File: config.mk
export PLATFORM = sky130hd
export DESIGN_NAME = faerie_addr_unit
export DESIGN_NICKNAME = d
export VERILOG_FILES = /design/src/rtl/faerie_addr_unit.sv
export SDC_FILE = /design/constraint.sdc
export NUM_CORES = 1
export LEC_CHECK = 0
export BUFFER_PORTS_ARGS = -buffer_cell sky130_fd_sc_hd__buf_2
export CAP_MARGIN = 15
export CORE_UTILIZATION = 42
export DETAILED_ROUTE_END_ITERATION = 12
export PLACE_DENSITY_LB_ADDON = 0.05
export SLEW_MARGIN = 30
export SYNTH_ARGS = -nofsm -noshare
export SYNTH_HDL_FRONTEND = slang
export SYNTH_SLANG_ARGS = --single-unit
File: constraint.sdc
create_clock -name clk -period 2.3 [get_ports clk]
set_input_delay 0.46 -clock clk [delete_from_list [all_inputs] [get_ports clk]]
set_output_delay 0.46 -clock clk [all_outputs]
set_load 0.01 [all_outputs]
File: src/rtl/faerie_addr_unit.sv
`default_nettype none
// +---------------------------------------------------------------------------+
// | faerie_addr_unit : PC/AR/IR state, memory address mux and bus stall gate   |
// | Revision 1.0                                                              |
// +---------------------------------------------------------------------------+
module faerie_addr_unit #(
  parameter logic [15:0] RESET_PC  = 16'h0000,
  parameter logic [7:0]  ZP_PAGE   = 8'h00,
  parameter bit          SYNC_READ = 1'b1
) (
  input  logic        clk,
  input  logic        rst_n,
  input  logic        re,
  input  logic        we,
  input  logic        pc_addr,
  input  logic        zp_addr,
  input  logic        set_al,
  input  logic        set_ah,
  input  logic        inc_al,
  input  logic        reset_b,
  input  logic        branch,
  input  logic        cond,
  input  logic [7:0]  rdata,
  input  logic        mem_ready,
  output logic [15:0] addr,
  output logic        mem_re,
  output logic        mem_we,
  output logic        advance,
  output logic [7:0]  insn,
  output logic [15:0] pc,
  output logic [15:0] ar
);

  logic [15:0] pc_q, pc_d;
  logic [7:0]  al_q, al_d;
  logic [7:0]  ah_q, ah_d;
  logic [7:0]  ir_q, ir_d;
  logic [2:0]  pend_q, pend_d;
  logic [2:0]  now_flags;
  logic [2:0]  cap_flags;
  logic        access;

  always_comb begin
    access  = re | we;
    advance = ~access | mem_ready;
    mem_we  = we;
    mem_re  = re & ~we;
    if (pc_addr) begin
      addr = pc_q;
    end else if (zp_addr) begin
      addr = {ZP_PAGE, al_q};
    end else begin
      addr = {ah_q, al_q};
    end
  end

  // Capture flags are {AL, AH, IR}; in sync mode they act one accepted cycle late.
  always_comb begin
    now_flags = {set_al, set_ah, reset_b & re};
    cap_flags = SYNC_READ ? pend_q : now_flags;
    pc_d      = pc_q;
    al_d      = al_q;
    ah_d      = ah_q;
    ir_d      = ir_q;
    pend_d    = pend_q;
    if (advance) begin
      pend_d = SYNC_READ ? now_flags : 3'b000;
      if (branch && cond) begin
        pc_d = {ah_q, al_q};
      end else if (access && pc_addr) begin
        pc_d = pc_q + 16'd1;
      end
      if (cap_flags[2]) begin
        al_d = rdata;
      end else if (inc_al) begin
        al_d = al_q + 8'd1;
      end
      if (cap_flags[1]) begin
        ah_d = rdata;
      end
      if (cap_flags[0]) begin
        ir_d = rdata;
      end
    end
  end

  always_ff @(posedge clk or negedge rst_n) begin
    if (!rst_n) begin
      pc_q   <= RESET_PC;
      al_q   <= 8'h00;
      ah_q   <= 8'h00;
      ir_q   <= 8'h00;
      pend_q <= 3'b000;
    end else begin
      pc_q   <= pc_d;
      al_q   <= al_d;
      ah_q   <= ah_d;
      ir_q   <= ir_d;
      pend_q <= pend_d;
    end
  end

  assign insn = ir_q;
  assign pc   = pc_q;
  assign ar   = {ah_q, al_q};

endmodule
`default_nettype wire

==> results_dict.tcl <==
set metrics [dict create \
    cts_hold_buf 0 \
    cts_buffer_depth 2 \
    critPathCaptureType "output port" \
    max_cap_violations 0 \
    setup_viol 0 \
    drive_above_1_share_pct 36.8 \
    drc_errors 0 \
    avgSynthCellArea_um2 9.37 \
    power_density_nw_per_um2 975 \
    die_area_um2 6270 \
    firstDrtPassIters 4 \
    peakVddDrop_mv 0.513 \
    syn_inst 267 \
    place_hpwl_um 4770 \
    period_minus_slack_ns 1.82 \
    grt-ovfl-total 0 \
    fin_util_pct 54.4 \
    core_um2 5610 \
    grt_util_met1_pct 32.7 \
    drtIter0Drc 178 \
    hold_violations 0 \
    cts_num_sinks 43 \
    cp_slowest_cell "o21ba_1" \
    p_leak_nw 1.39 \
    initial_core_util_pct 44.6 \
    ys_types 44 \
    ant_nets 0 \
    worstReg2RegStart "pc[0]" \
    io_buffers 79 \
    max_slew_margin_pct 62.5 \
    fin_crit_sh_pct 79.3 \
    fill_cells 546 \
    worstHoldPathType "input port to async pin" \
    final_cells 412 \
    grt_max_degree 44 \
    worstMarginPinSlew_ns 0.563 \
    yosys_warnings 0 \
    use_met3_pct 3.91 \
    netlist_area_um2 2500 \
    critical-path-max-stage-delay_ns 0.40 \
    dp_slack_ns 0.307 \
    ys_seq_elements 43 \
    gp_congestion 0.822 \
    dp_cells 404 \
    critPathArrivalTime_ns 1.36 \
    total_power_mw 2.97 \
    tns_ns 0 \
    cp-start-kind "input port" \
    diodes 0 \
    synthArstFlopShare_pct 100 \
    ys_seq_area_share_pct 43.0 \
    multi_input_area_um2 1290 \
    r2r_cells 5 \
    yosys_most_used_dff "dfrtp_1" \
    antenna_found_initial 0 \
    layout.nets 362 \
    fmax_mhz 549 \
    vias 2301 \
    root_buffer "clkbuf_8" \
    htree_levels 2 \
    grt_usage_pct 22.8 \
    clkTransAtPathRegs_ns 0.09 \
    post-cts-setup-buffer-count 0 \
    synth_edf_count 0 \
    rrSetupSlack_ns 0.62 \
    path_cells "buf_2, o21ba_1, inv_2, buf_2" \
    grt.busiest_layer "met2" \
    worstReg2RegEnd "pc[8]" \
    rsz0062_at_grt "no" \
    cp_common_cell "buf_2" \
    status "finished clean" \
    routed_via_density 5.58 \
    grt_pass1_wl_um 10800 \
    cts_tree "built" \
    critPathRequiredTime_ns 1.84 \
    synthesis.nets 290 \
    slew_viol_final 0 \
    io_pins 80 \
    cp_max_fo 16 \
    die_h_um 79.2 \
    finalWirelength_um 6700 \
    wl_per_cell_um 16.3 \
    register_area_um2 1080 \
    area_delta_synth_final_pct 21.8 \
    final_area_um2 3050 \
    cts_buffers 5 \
    num_rows 27 \
    worstSetupPathType "input port to output port" \
    worst_hold_slack_ns 0.226 \
    place_area_um2 2930 \
    grt_pass1_vias 2052 \
    grt_util_met2_pct 34.9 \
    worst_slack_ns 0.477 \
    finalClockSkew_ns 0.00479 \
    die_w_um 79.2 \
    cts_resized 0 \
    clk_latency_ns 0.30 \
]
[cells in the mapped netlist, types with 2 or more instances]
master	count	area, um^2
mux2_2	25	282
o211ai_1	2	15.0
a2bb2oi_1	6	52.6
mux2i_1	2	20.0
nor2_1	9	33.8
nand2_1	27	101
ha_1	2	25.0
nand4_1	2	12.5
or3_1	3	18.8
a32oi_1	3	26.3
buf_4	5	37.5
clkbuf_1	8	30.0
inv_1	3	11.3
and3_1	3	18.8
o21a_1	4	30.0
o21ai_0	27	135
and4_1	6	52.6
a21oi_1	21	105
a31oi_1	3	18.8
nand2b_1	7	43.8
buf_2	8	40.0
dfrtp_1	43	1080
nor3_1	5	25.0
nand3_1	18	90.1
o22ai_1	6	37.5
[routing by layer]
metal / share of wire [%] / vias up
met4: 1.4 / 0
met3: 6.2 / 10
li1: - / 1126
met2: 46 / 84
met5: 0 / -
met1: 46 / 1081
[cells by family (layout without fill, tap and decap cells)]
family | after synthesis | after routing | synth area share [%]
AOI/OAI and AO/OA | 82 | 82 | 20.3
and+or+nand+nor | 86 | 86 | 18.2
muxes | 27 | 27 | 12.1
buffers and inverters | 27 | 100 | 5.50
adders and majority gates | 2 | 2 | 1.00
DFF | 43 | 43 | 43.0
[worst max path at each step]
stage	from	endpoint	depth (start not counted)
after floorplan	pc_addr	addr[4]	3
after global placement	mem_ready	insn[7]	5
after detailed placement	mem_ready	insn[3]	5
after CTS	mem_ready	advance	4
after global routing	mem_ready	advance	4
final	mem_ready	advance	4
[state kept, by name, summed over array words and instances, names as in the netlist]
register and count:
insn 8, ah_q 8, pc 16, cap_flags 3, al_q 8
[cell usage in the layout, fill, tap and decap left out, types with 5 or more instances in the layout]
| master | Yosys | final |
|---|---|---|
| nand3_1 | 18 | 18 |
| a21oi_1 | 21 | 21 |
| nor2_1 | 9 | 9 |
| o22ai_1 | 6 | 6 |
| buf_2 | 8 | 79 |
| buf_4 | 5 | 9 |
| and4_1 | 6 | 6 |
| clkbuf_8 | 0 | 5 |
| a2bb2oi_1 | 6 | 6 |
| nand2_1 | 27 | 27 |
| dfrtp_1 | 43 | 43 |
| o21ai_0 | 27 | 27 |
| nor3_1 | 5 | 5 |
| nand2b_1 | 7 | 7 |
| mux2_2 | 25 | 25 |
[critical path, delay by kind of cell]
| family | cells | cell delay (ns) |
|---|---|---|
| buf+inv | 3 | 0.50 |
| compound gates | 1 | 0.40 |
[layout make-up]
| cell class | count | share of cell area (%) |
|---|---|---|
| multi-input combinational | 197 | 42.3 |
| sequential | 43 | 35.3 |
| timing repair buffer | 88 | 15.2 |
| tap | 72 | 2.95 |
| clock buffer | 5 | 2.26 |
| clock inverter | 3 | 1.56 |
| inverter | 4 | 0.492 |
[power breakdown]
group	internal (mW)	total [mW]	leakage, nW	switching, mW
clock network	0.330	0.624	0.0587	0.294
registers	0.967	1.29	0.505	0.318
logic	0.512	1.06	0.830	0.553
Power figures use the tool's default switching activity.
